===== src/rtl/i2s_tdm_clkgen.sv =====
// I2S/TDM bit-clock and frame-sync generator with run-time divider and frame-aligned stop.
// Mode 2 (DSP frame pulse) is compiled in only when I2S_TDM_CLKGEN_DSP_EN is defined.
module i2s_tdm_clkgen #(
    parameter int SLOT_BITS = 32,
    parameter int NUM_SLOTS = 2,
    parameter int DIV_W     = 4,
    parameter int BIT_W     = 5,
    parameter int SLOT_W    = 1
) (
    input  logic              adc_clk,
    input  logic              rst_n,
    input  logic              en,
    input  logic [DIV_W-1:0]  div,
    input  logic [1:0]        mode,
    output logic              bclk,
    output logic              wclk,
    output logic              bit_stb,
    output logic              frame_stb,
    output logic [SLOT_W-1:0] slot,
    output logic [BIT_W-1:0]  bit_idx,
    output logic              busy
);
    typedef enum logic [1:0] {ST_IDLE, ST_RUN, ST_DRAIN} state_t;
    typedef enum logic [1:0] {FMT_LJ, FMT_I2S, FMT_DSP} fmt_t;

    localparam logic [BIT_W-1:0]  LAST_BIT  = BIT_W'(SLOT_BITS - 1);
    localparam logic [SLOT_W-1:0] LAST_SLOT = SLOT_W'(NUM_SLOTS - 1);
    localparam logic [SLOT_W-1:0] HALF_SLOT = SLOT_W'(NUM_SLOTS / 2);

    function automatic fmt_t decode_fmt(input logic [1:0] m);
        fmt_t f;
        f = FMT_LJ;
        if (m == 2'd1) f = FMT_I2S;
`ifdef I2S_TDM_CLKGEN_DSP_EN
        else if (m == 2'd2) f = FMT_DSP;
`endif
        return f;
    endfunction

    // Frame-clock level while the bit at (s, b) is on the wire.
    function automatic logic wclk_level(input logic [SLOT_W-1:0] s,
                                        input logic [BIT_W-1:0]  b,
                                        input fmt_t              f);
        logic [SLOT_W-1:0] ns;
        logic              lvl;
        ns = s;
        if (b == LAST_BIT) ns = (s == LAST_SLOT) ? '0 : s + 1'b1;
        lvl = (s >= HALF_SLOT);
        case (f)
            FMT_I2S: lvl = (ns >= HALF_SLOT);
`ifdef I2S_TDM_CLKGEN_DSP_EN
            FMT_DSP: lvl = (s == LAST_SLOT) && (b == LAST_BIT);
`endif
            default: ;
        endcase
        return lvl;
    endfunction

    state_t            state;
    fmt_t              fmt_q;
    logic [DIV_W-1:0]  div_q;
    logic [DIV_W-1:0]  clk_cnt;
    logic [BIT_W-1:0]  nxt_bit;
    logic [SLOT_W-1:0] nxt_slot;
    logic              wrap;

    // NOTE: every always_comb output gets a default first so no latch is inferred.
    always_comb begin
        nxt_bit  = bit_idx + 1'b1;
        nxt_slot = slot;
        if (bit_idx == LAST_BIT) begin
            nxt_bit  = '0;
            nxt_slot = (slot == LAST_SLOT) ? '0 : slot + 1'b1;
        end
    end

    assign wrap = (bit_idx == LAST_BIT) && (slot == LAST_SLOT);

    // NOTE: all state uses non-blocking assignments; later assignments in the block override earlier defaults.
    always_ff @(posedge adc_clk) begin
        if (!rst_n) begin
            state     <= ST_IDLE;
            fmt_q     <= FMT_LJ;
            div_q     <= '0;
            clk_cnt   <= '0;
            bclk      <= 1'b0;
            wclk      <= 1'b0;
            bit_stb   <= 1'b0;
            frame_stb <= 1'b0;
            slot      <= '0;
            bit_idx   <= '0;
            busy      <= 1'b0;
        end else begin
            bit_stb   <= 1'b0;
            frame_stb <= 1'b0;
            case (state)
                ST_IDLE: begin
                    if (en) begin
                        state   <= ST_RUN;
                        busy    <= 1'b1;
                        div_q   <= div;
                        fmt_q   <= decode_fmt(mode);
                        slot    <= LAST_SLOT;
                        bit_idx <= LAST_BIT;
                        wclk    <= wclk_level(LAST_SLOT, LAST_BIT, decode_fmt(mode));
                        clk_cnt <= '0;
                        bclk    <= 1'b0;
                    end
                end
                default: begin
                    state <= en ? ST_RUN : ST_DRAIN;
                    if (clk_cnt != div_q) begin
                        clk_cnt <= clk_cnt + 1'b1;
                    end else begin
                        clk_cnt <= '0;
                        bclk    <= ~bclk;
                        if (bclk) begin
                            // Stop only on a frame boundary so the last frame is never truncated.
                            if (wrap && !en) begin
                                state   <= ST_IDLE;
                                busy    <= 1'b0;
                                bclk    <= 1'b0;
                                wclk    <= 1'b0;
                                slot    <= '0;
                                bit_idx <= '0;
                            end else begin
                                slot      <= nxt_slot;
                                bit_idx   <= nxt_bit;
                                bit_stb   <= 1'b1;
                                frame_stb <= wrap;
                                wclk      <= wclk_level(nxt_slot, nxt_bit, fmt_q);
                                if (wrap) div_q <= div;
                            end
                        end
                    end
                end
            endcase
        end
    end
endmodule


===== config.mk =====
export PLATFORM = sky130hd
export DESIGN_NAME = i2s_tdm_clkgen
export DESIGN_NICKNAME = d
export VERILOG_FILES = /design/src/rtl/i2s_tdm_clkgen.sv
export SDC_FILE = /design/constraint.sdc
export NUM_CORES = 1
export LEC_CHECK = 0
export CAP_MARGIN = 0
export CELL_PAD_IN_SITES_DETAIL_PLACEMENT = 0
export CELL_PAD_IN_SITES_GLOBAL_PLACEMENT = 1
export CORE_UTILIZATION = 42
export DETAILED_ROUTE_END_ITERATION = 12
export PLACE_DENSITY = 0.79
export SETUP_SLACK_MARGIN = 0.02
export SLEW_MARGIN = 20
export SYNTH_ARGS = -nofsm -noshare
export SYNTH_HDL_FRONTEND = slang
export SYNTH_SLANG_ARGS = --single-unit

===== constraint.sdc =====
create_clock -name adc_clk -period 3.4 [get_ports adc_clk]
set_input_delay 0.51 -clock adc_clk [delete_from_list [all_inputs] [get_ports adc_clk]]
set_output_delay 0.51 -clock adc_clk [all_outputs]
set_load 0.01 [all_outputs]

# == Word-level counts from Yosys, hierarchy flattened ==
# Index checks and enable logic that the tools add are counted.
# totals
output_inout_bits,11
word_cells,101
input_bits,9
latchBits,0
memories,0
mem_bits_ro,0
mem_bits_rw,0
regBits,23
# classes
mux,58
n_reduce_logical,14
order_cmp,3
add_sub_neg,4
bitwise,2
n_shift,0
n_mul,0
n_eq_ne,9
n_div,0
# op_table
op,n
$mux W4,9
$mux W1,34
$mux W5,6
$mux W2,9
$eq A5 B5 Y1 const B,2
$eq A2 B1 Y1 const B,3
$reduce_bool A2 Y1,3
$add A5 B1 Y5 const B,1
$reduce_and A5 Y1,1
$reduce_or A5 Y1,1
$add A4 B1 Y4 const B,1
$ne A2 B1 Y1 const B,2
$ne A4 B4 Y1,1
$reduce_and A2 Y1,2
$reduce_and A4 Y1,1
$reduce_or A4 Y1,1
$ge A1 B1 Y1 const B,3
$reduce_and A3 Y1,1
$add A1 B1 Y1 const B,2
$logic_and A1 B1 Y1,2
$logic_not A2 Y1,1
$ne A2 B2 Y1 const B,1
$not A1 Y1,2
$logic_not A1 Y1,1

# == Longest topological paths before layout ==
# Gate-level depths: netlist (run 1).
# depth
ltp_word,17
depth_mapped,8
depth_no_buf,8

# == Least setup slack after synthesis (run 1) ==
# OpenSTA, ideal clock, no wires.
# synth_timing
path_type,register to register
startpoint,register bit_idx[0]
endpoint,register bit_idx[2]
n_path_buf,0
setup_time_ps,121
t_required_ps,3279
slack_ps,1390
period_less_slack_ps,2010
path_stages_with_launch,9
arrival_ps,1889
cell_sequence,dfxtp_1 ha_1 and3_1 ha_1 ha_1 nor2b_1 nor4b_1 o211ai_1 o21ai_2
# synth_via
elab_chain_len,7
word_cells_on_any_way,9
classes_between,add/sub: 1; eq/ne: 1; mux: 5; reduce/logical: 2
# synth_rtl
item,line_no,rtl
"start, declared",20,"output logic [BIT_W-1:0] bit_idx,"
"start signal, assigned",128,bit_idx <= nxt_bit;
$eq A5 B5 Y1,77,assign wrap = (bit_idx == LAST_BIT) && (slot == LAST_SLOT);
$logic_and A1 B1 Y1,77,
net wrap,65,logic wrap;
$logic_and A1 B1 Y1,119,if (wrap && !en) begin
$mux W5,119,
$mux W5,117,if (bclk) begin
$mux W5,112,if (clk_cnt != div_q) begin
$mux W5,96,case (state)
# The timed path passes the listed nets, and every way through them passes these cells. The select of a mux whose other input is x is not followed.
# A chain may end at the register's enable or synchronous reset.

# == Worst setup path in the final report (run 1) ==
# Same ends and word-level chain as after synthesis.

==> flow_summary_export.csv, run 1 <==
group,metric,value,unit
status,status,"completed",
worst_setup_path,endpoint_kind,"flop",
power,power_frac_seq,0.553,
detailed_routing,drt_pass1_iterations,4,
yosys,ys_async_sr_fraction,0,
clocking,cts_buffers,3,
worst_setup_path,cp_max_fo,7,
yosys,synthAdderAreaFrac,0.05376,
sta,setup_violations,0,
detailed_routing,ant_nets,0,
yosys,synth_mux_area_frac,0.05269,
clocking,clk_pin_slew,110,ps
sta,min_period,2279,ps
die,io_pins,20,
finish,seq_area,440.4,um^2
die,dieArea,2985,um^2
detailed_routing,wl,2.327,mm
power,ir_worst_vdd,0.2802,mV
finish,fin_nets,156,
detailed_routing,wl_per_cell,13.69,um
yosys,yosys_warnings,0,
worst_setup_path,worst_path_most_repeated_cell,"ha_1",
global_route,grt_antenna_before_repair,0,
worst_setup_path,worstPathArrival,2480,ps
yosys,syn_nets,137,
placement,portBuffers,19,
sta,hold_viol_final,0,
power,power_frac_clock,0.222,
sta,finalMaxSlewViolations,0,
yosys,synth_top_area_share,0.3785,
placement,place.gp.congestion,0.8050,
clocking,cts_sinks,22,
yosys,synth_compound_area_frac,0.1860,
power,pwr-share-comb,0.225,
yosys,synthXorXnorAreaFrac,0.03763,
worst_setup_path,max_stage_delay,440,ps
power,leakage,0.5727,nW
global_route,grtUsageTotal,0.1759,
sta,rsz0062_at_grt,"no",
worst_setup_path,r2r_start,"bit_idx[0]",
clocking,htree_levels,1,
yosys,synth_edf_count,0,
hold_path,worstHoldStart,"busy",
detailed_routing,vias,926,
clocking,cts_setup_buffers,0,
sta,timing.final.crit_share,0.6703,
sta,clock-skew-final,2.105,ps
yosys,ys_seq_area_frac,0.3785,
die,start_util,0.4572,
power,power.switching,0.0001500,W
detailed_routing,drt-initial-drc-count,11,
yosys,synth_ff_type,"dfxtp_1",
worst_setup_path,crit_slowest_cell,"dfxtp_1",
finish,drive_above_1_share,0.09286,
yosys,synthCells,123,
global_route,grt.overflow.total,0,
worst_setup_path,crit_type,"flop to flop",
sta,tns,0,ps
power,p_int,0.0003754,W
global_route,grt_pass1_wl,3.677,mm
finish,area_delta_synth_final,18.92,%
worst_setup_path,cp_cell_sequence,"ha_1 > and3_1 > ha_1 > ha_1 > nor2b_1 > nor4b_1 > o211ai_1 > o21ai_2",
yosys,ys_seq_elements,22,
worst_setup_path,worst-r2r-cell-count,8,
placement,hpwl,1.673,mm
clocking,cts_tree,"done",
sta,maxSlewHeadroom,0.5418,
clocking,insertion_delay,300,ps
hold_path,holdPathStages,2,
finish,fillerInstances,254,
yosys,synth_common_cells,"22 x dfxtp_1, 10 x nand2_1, 7 x nor2b_1",
clocking,cts_buffer_depth,2,
detailed_routing,vias_per_cell,5.447,
sta,fmax,438.8,MHz
detailed_routing,drc,0,
worst_setup_path,cp.required,3600,ps
yosys,synth_area,1164,um^2
worst_setup_path,critPathLaunchType,"flop",
global_route,grt_pass1_vias,844,
worst_setup_path,ff2ff_setup_slack,1120,ps
worst_setup_path,cp_num_buf_inv,0,
clocking,cts_hold_buffers,0,
die,fp-row-count,18,
yosys,synth.distinct_cells,40,
yosys,synthTopCellsByArea,"dfxtp_1 38%, ha_1 5.4%, mux2i_1 4.3%",
sta,holdWs,521.7,ps
yosys,synth-simple-area-share,0.2495,
die,coreArea,2545,um^2
clocking,cts_resized,0,
finish,diodes,0,
sta,tightest_slew,685.2,ps
yosys,synth_top_family_by_area,"simple AND/OR/NAND/NOR gates",
hold_path,holdPathEnd,"busy",
global_route,grt_max_degree,23,
worst_setup_path,r2r-end,"bit_idx[2]",
worst_setup_path,cp_top_family,"adder cells",
run,drv_cap,0,
clocking,cts-root-buf,"clkbuf_4",
power,swShare,0.2855,
finish,multi_input_area,674.4,um^2
power,power_density,379.7,nW/um^2
yosys,yosys.area.top_type,"dfxtp_1",
hold_path,hold_path.class,"flop to flop",
yosys,syn_avg_cell_area,9.460,um^2
yosys,yosysMostFrequentCell,"dfxtp_1",
die,die_h,54.64,um
die,dieWidth,54.64,um
==> state kept, by name (all words and copies together), names as in the netlist <==
name	flops
state	2
bit_idx	5
slot	1
busy	1
div_q	4
wclk	1
bclk	1
clk_cnt	4
bit_stb	1
fmt_q	1
frame_stb	1
==> power by group through the flow <==
stage | Clock [W] | Combinational [W] | Sequential, W
final | 0.000117 | 0.000118 | 0.000290
after global routing | 0.000134 | 0.000130 | 0.000293
after CTS | 0.000126 | 0.000120 | 0.000291
after detailed placement | 0 | 0.000119 | 0.000296
after global placement | 0 | 0.000119 | 0.000296
after floorplan | 0 | 0.0000733 | 0.000298
==> worst reg2reg max path, cell delays in order (launching register included) <==
cell      delay, ps
dfxtp_1         440
ha_1            250
and3_1          180
ha_1            270
ha_1            260
nor2b_1         400
nor4b_1         100
o211ai_1        200
o21ai_2          80
==> cell usage in the layout (no fill, tap or decap), types with 2 or more instances in the layout <==
master and n:
and3_1 3, nand2_1 10, nor4b_1 2, o211a_1 5, and2_1 3, nor3_1 5, clkbuf_4 3, xnor2_1 4
a31oi_1 2, dfxtp_1 22, o21ai_0 5, mux2i_1 5, ha_1 5, clkdlybuf4s50_1 19, nand3_1 5, inv_1 3
o211ai_1 3, nor2_1 6, nor2b_1 7, a21oi_1 4
==> layout make-up <==
class	count	area share
Timing Repair Buffer	20	0.1429
Inverter	3	0.008137
Clock buffer	3	0.01627
Multi-Input combinational cell	92	0.4873
Sequential cell	22	0.3183
Tap cell	30	0.02712
==> layer usage <==
layer | global-route usage | part of all wire
met5 | 0 | 0
met4 | 0.07692 | 0.018
met3 | 0.02500 | 0.026
met2 | 0.2691 | 0.45
met1 | 0.2424 | 0.50
==> cells by family (layout without fill, tap and decap cells) <==
kind of cell,Yosys count,after routing
buffers and inverters,9,26
adders and majority gates,5,5
AOI/OAI and AO/OA,26,26
xor gates and xnor gates,5,5
and+or+nand+nor,50,50
DFF,22,22
muxes,6,6
==> how the worst max path moves through the flow <==
stage | from | end | slack (ps) | cells after the start
2_1_floorplan | bit_idx[0] | bit_idx[2] | 1390 | 8
3_3_place_gp | en | bit_idx[0] | 1220 | 5
3_5_place_dp | bit_idx[0] | bit_idx[2] | 1130 | 8
4_1_cts | bit_idx[0] | bit_idx[2] | 1110 | 8
5_1_grt | bit_idx[0] | bit_idx[2] | 920 | 8
6_report | bit_idx[0] | bit_idx[2] | 1120 | 8
==> stage by stage <==
step	instances	instance area, um^2	setup slack (ps)	util	total power [W]
3_3_place_gp	167	1361	1218	0.5349	0.0004150
6_report	170	1384	1121	0.5438	0.0005254
2_1_floorplan	123	1164	1390	-	0.0003714
4_1_cts	170	1384	1110	0.5438	0.0005371
3_5_place_dp	167	1361	1127	0.5349	0.0004157
5_1_grt	170	1384	921.9	0.5438	0.0005569
Note: power is estimated with default switching activity, not from simulation.
==> run 2, diff against run 1 <==
CORE_UTILIZATION = 35   (was 42)
PLACE_DENSITY = 0.7   (was 0.79)
clock period = 2 ns   (was 3.4 ns; I/O delays follow)
==> flow_summary_export.csv, run 2 (same netlist as run 1, synthesis figures left out) <==
group,metric,value,unit
worst_setup_path,crit_type,"flop to flop",
worst_setup_path,critPathLaunchType,"flop",
finish,seq_area,440.4,um^2
detailed_routing,ant_nets,0,
detailed_routing,wl_met1,1.304,mm
worst_setup_path,r2r_start,"bit_idx[0]",
finish,multi_input_area,713.2,um^2
sta,rsz0062_at_grt,"no",
global_route,grt_pass1_wl,4.278,mm
worst_setup_path,cp.required,2230,ps
power,p_total,0.0009855,W
worst_setup_path,endpoint,"div_q[2]",
worst_setup_path,worst-r2r-cell-count,8,
sta,hold_viol_final,0,
sta,fmax,552.8,MHz
sta,maxSlewHeadroom,0.7314,
finish,final_common_cell,"dfxtp_1",
finish,largest_reg_flops,5,
global_route,grt.overflow.total,0,
sta,timing.final.crit_share,0.9045,
placement,hpwl,1.809,mm
finish,largestRegisters,"bit_idx: 5 flops, clk_cnt: 4 flops, div_q: 4 flops",
detailed_routing,route.met2.wl,1.133,mm
die,start_util,0.3750,
placement,portBuffers,19,
worst_setup_path,ff2ff_setup_slack,190,ps
clocking,cts_buffer_depth,2,
sta,tns,0,ps
die,io_pins,20,
worst_setup_path,crit_slowest_cell,"dfxtp_1",
sta,tightest_slew,402.9,ps
run,drv_cap,0,
sta,setup_violations,0,
finish,fillerInstances,327,
detailed_routing,wl,2.571,mm
worst_setup_path,cp_max_fo,7,
hold_path,hold_path.class,"flop to flop",
sta,clock-skew-final,6.214,ps
clocking,clk_pin_slew,130,ps
detailed_routing,routed-wl-met3,76,um
power,power_frac_clock,0.260,
power,swShare,0.2872,
global_route,grtUsageTotal,0.1625,
detailed_routing,vias_per_cell,5.015,
power,power.switching,0.0002831,W
detailed_routing,drt_pass1_iterations,4,
power,ir_worst_vdd,0.2661,mV
detailed_routing,top_layer_used,"met4",
sta,finalMaxSlewViolations,0,
placement,place.gp.congestion,0.7166,
clocking,cts_tree,"done",
worst_setup_path,cp_cell_sequence,"ha_1 > and3_1 > ha_4 > ha_4 > nand3_1 > o21ai_4 > mux2i_1 > nor2b_1",
worst_setup_path,worstPathArrival,2040,ps
sta,min_period,1809,ps
global_route,grt_max_degree,23,
die,dieArea,3559,um^2
finish,area_delta_synth_final,30.75,%
finish,largest-register,"bit_idx",
worst_setup_path,endpoint_kind,"flop",
worst_setup_path,r2r-end,"div_q[2]",
worst_setup_path,worst_path_most_repeated_cell,"ha_4",
power,p_int,0.0007025,W
detailed_routing,drt-initial-drc-count,29,
power,power_density,647.7,nW/um^2
clocking,cts_sinks,22,
die,coreArea,3103,um^2
detailed_routing,drc,0,
finish,most-common-layout-cells,"22 x dfxtp_1, 19 x clkdlybuf4s50_1, 10 x nand2_1, 10 x buf_4",
status,status,"completed",
clocking,cts_buffers,3,
worst_setup_path,max_stage_delay,360,ps
detailed_routing,vias,973,
finish,drive_above_1_share,0.1800,
clocking,cts_hold_buffers,0,
clocking,cts-root-buf,"clkbuf_4",
finish,diodes,0,
power,leakage,0.6230,nW
global_route,grt_pass1_vias,910,
clocking,htree_levels,1,
global_route,grt_antenna_before_repair,0,
power,pwr-share-comb,0.242,
die,die_h,59.66,um
clocking,insertion_delay,320,ps
die,fp-row-count,20,
die,dieWidth,59.66,um
clocking,cts_setup_buffers,0,
power,power_frac_seq,0.498,
detailed_routing,wl_per_cell,13.25,um
finish,fin_nets,165,
worst_setup_path,startpoint,"bit_idx[0]",
-- run 2: how the worst min path moves through the flow --
stage,start,end,slack (ps),cells past startpoint
after global routing,busy,busy,560,2
final,busy,busy,530,2
after floorplan,rst_n,clk_cnt[2],460,1
after global placement,busy,busy,500,2
after CTS,busy,busy,520,2
after detailed placement,busy,busy,500,2
-- run 2: power by group through the flow --
stage / combinational, W / clock [W] / sequential (W)
floorplan: 0.000125 / 0 / 0.000507
global placement: 0.000235 / 0 / 0.000498
detailed placement: 0.000236 / 0 / 0.000498
CTS: 0.000237 / 0.000270 / 0.000489
global route: 0.000263 / 0.000283 / 0.000495
finish: 0.000238 / 0.000256 / 0.000491
-- run 2: worst max-delay path, delay by kind of cell (launching register included) --
family / cells / cell delay (ps)
AO/OA/AOI/OAI: 1 / 250
flip-flops: 1 / 360
AND/OR/NAND/NOR: 3 / 380
adder cells (fa/ha/maj): 3 / 510
multiplexers: 1 / 220
-- run 2: metrics by stage --
stage	hold slack, ps	util	setup WS [ps]	cell area, um^2	instances
after global routing	555.2	0.4903	33.30	1521	194
final	527.9	0.4903	191.0	1521	194
after global placement	497.9	0.4669	96.69	1449	190
after CTS	524.8	0.4794	82.59	1488	194
after detailed placement	504.4	0.4669	42.22	1449	190
after floorplan	464.0	-	44.31	1166	123
-- run 2: area by class of cell --
| class | instances | share of cell area |
|---|---|---|
| timing repair buffer | 29 | 0.1743 |
| tap | 44 | 0.03618 |
| clock buffer | 4 | 0.02385 |
| multi-input combinational | 92 | 0.4687 |
| sequential | 22 | 0.2895 |
| inverter | 3 | 0.007401 |
-- run 2: what timing repair did --
action,4_1_cts,5_1_grt
setup endpoints to repair,1,8
pin swaps,0,1
resized for setup,1,5
-- run 2: layer usage --
metal	vias up	GRT usage
met2	17	0.2460
met3	5	0.02597
met4	0	0.07973
met1	449	0.2236
li1	502	-
met5	-	0
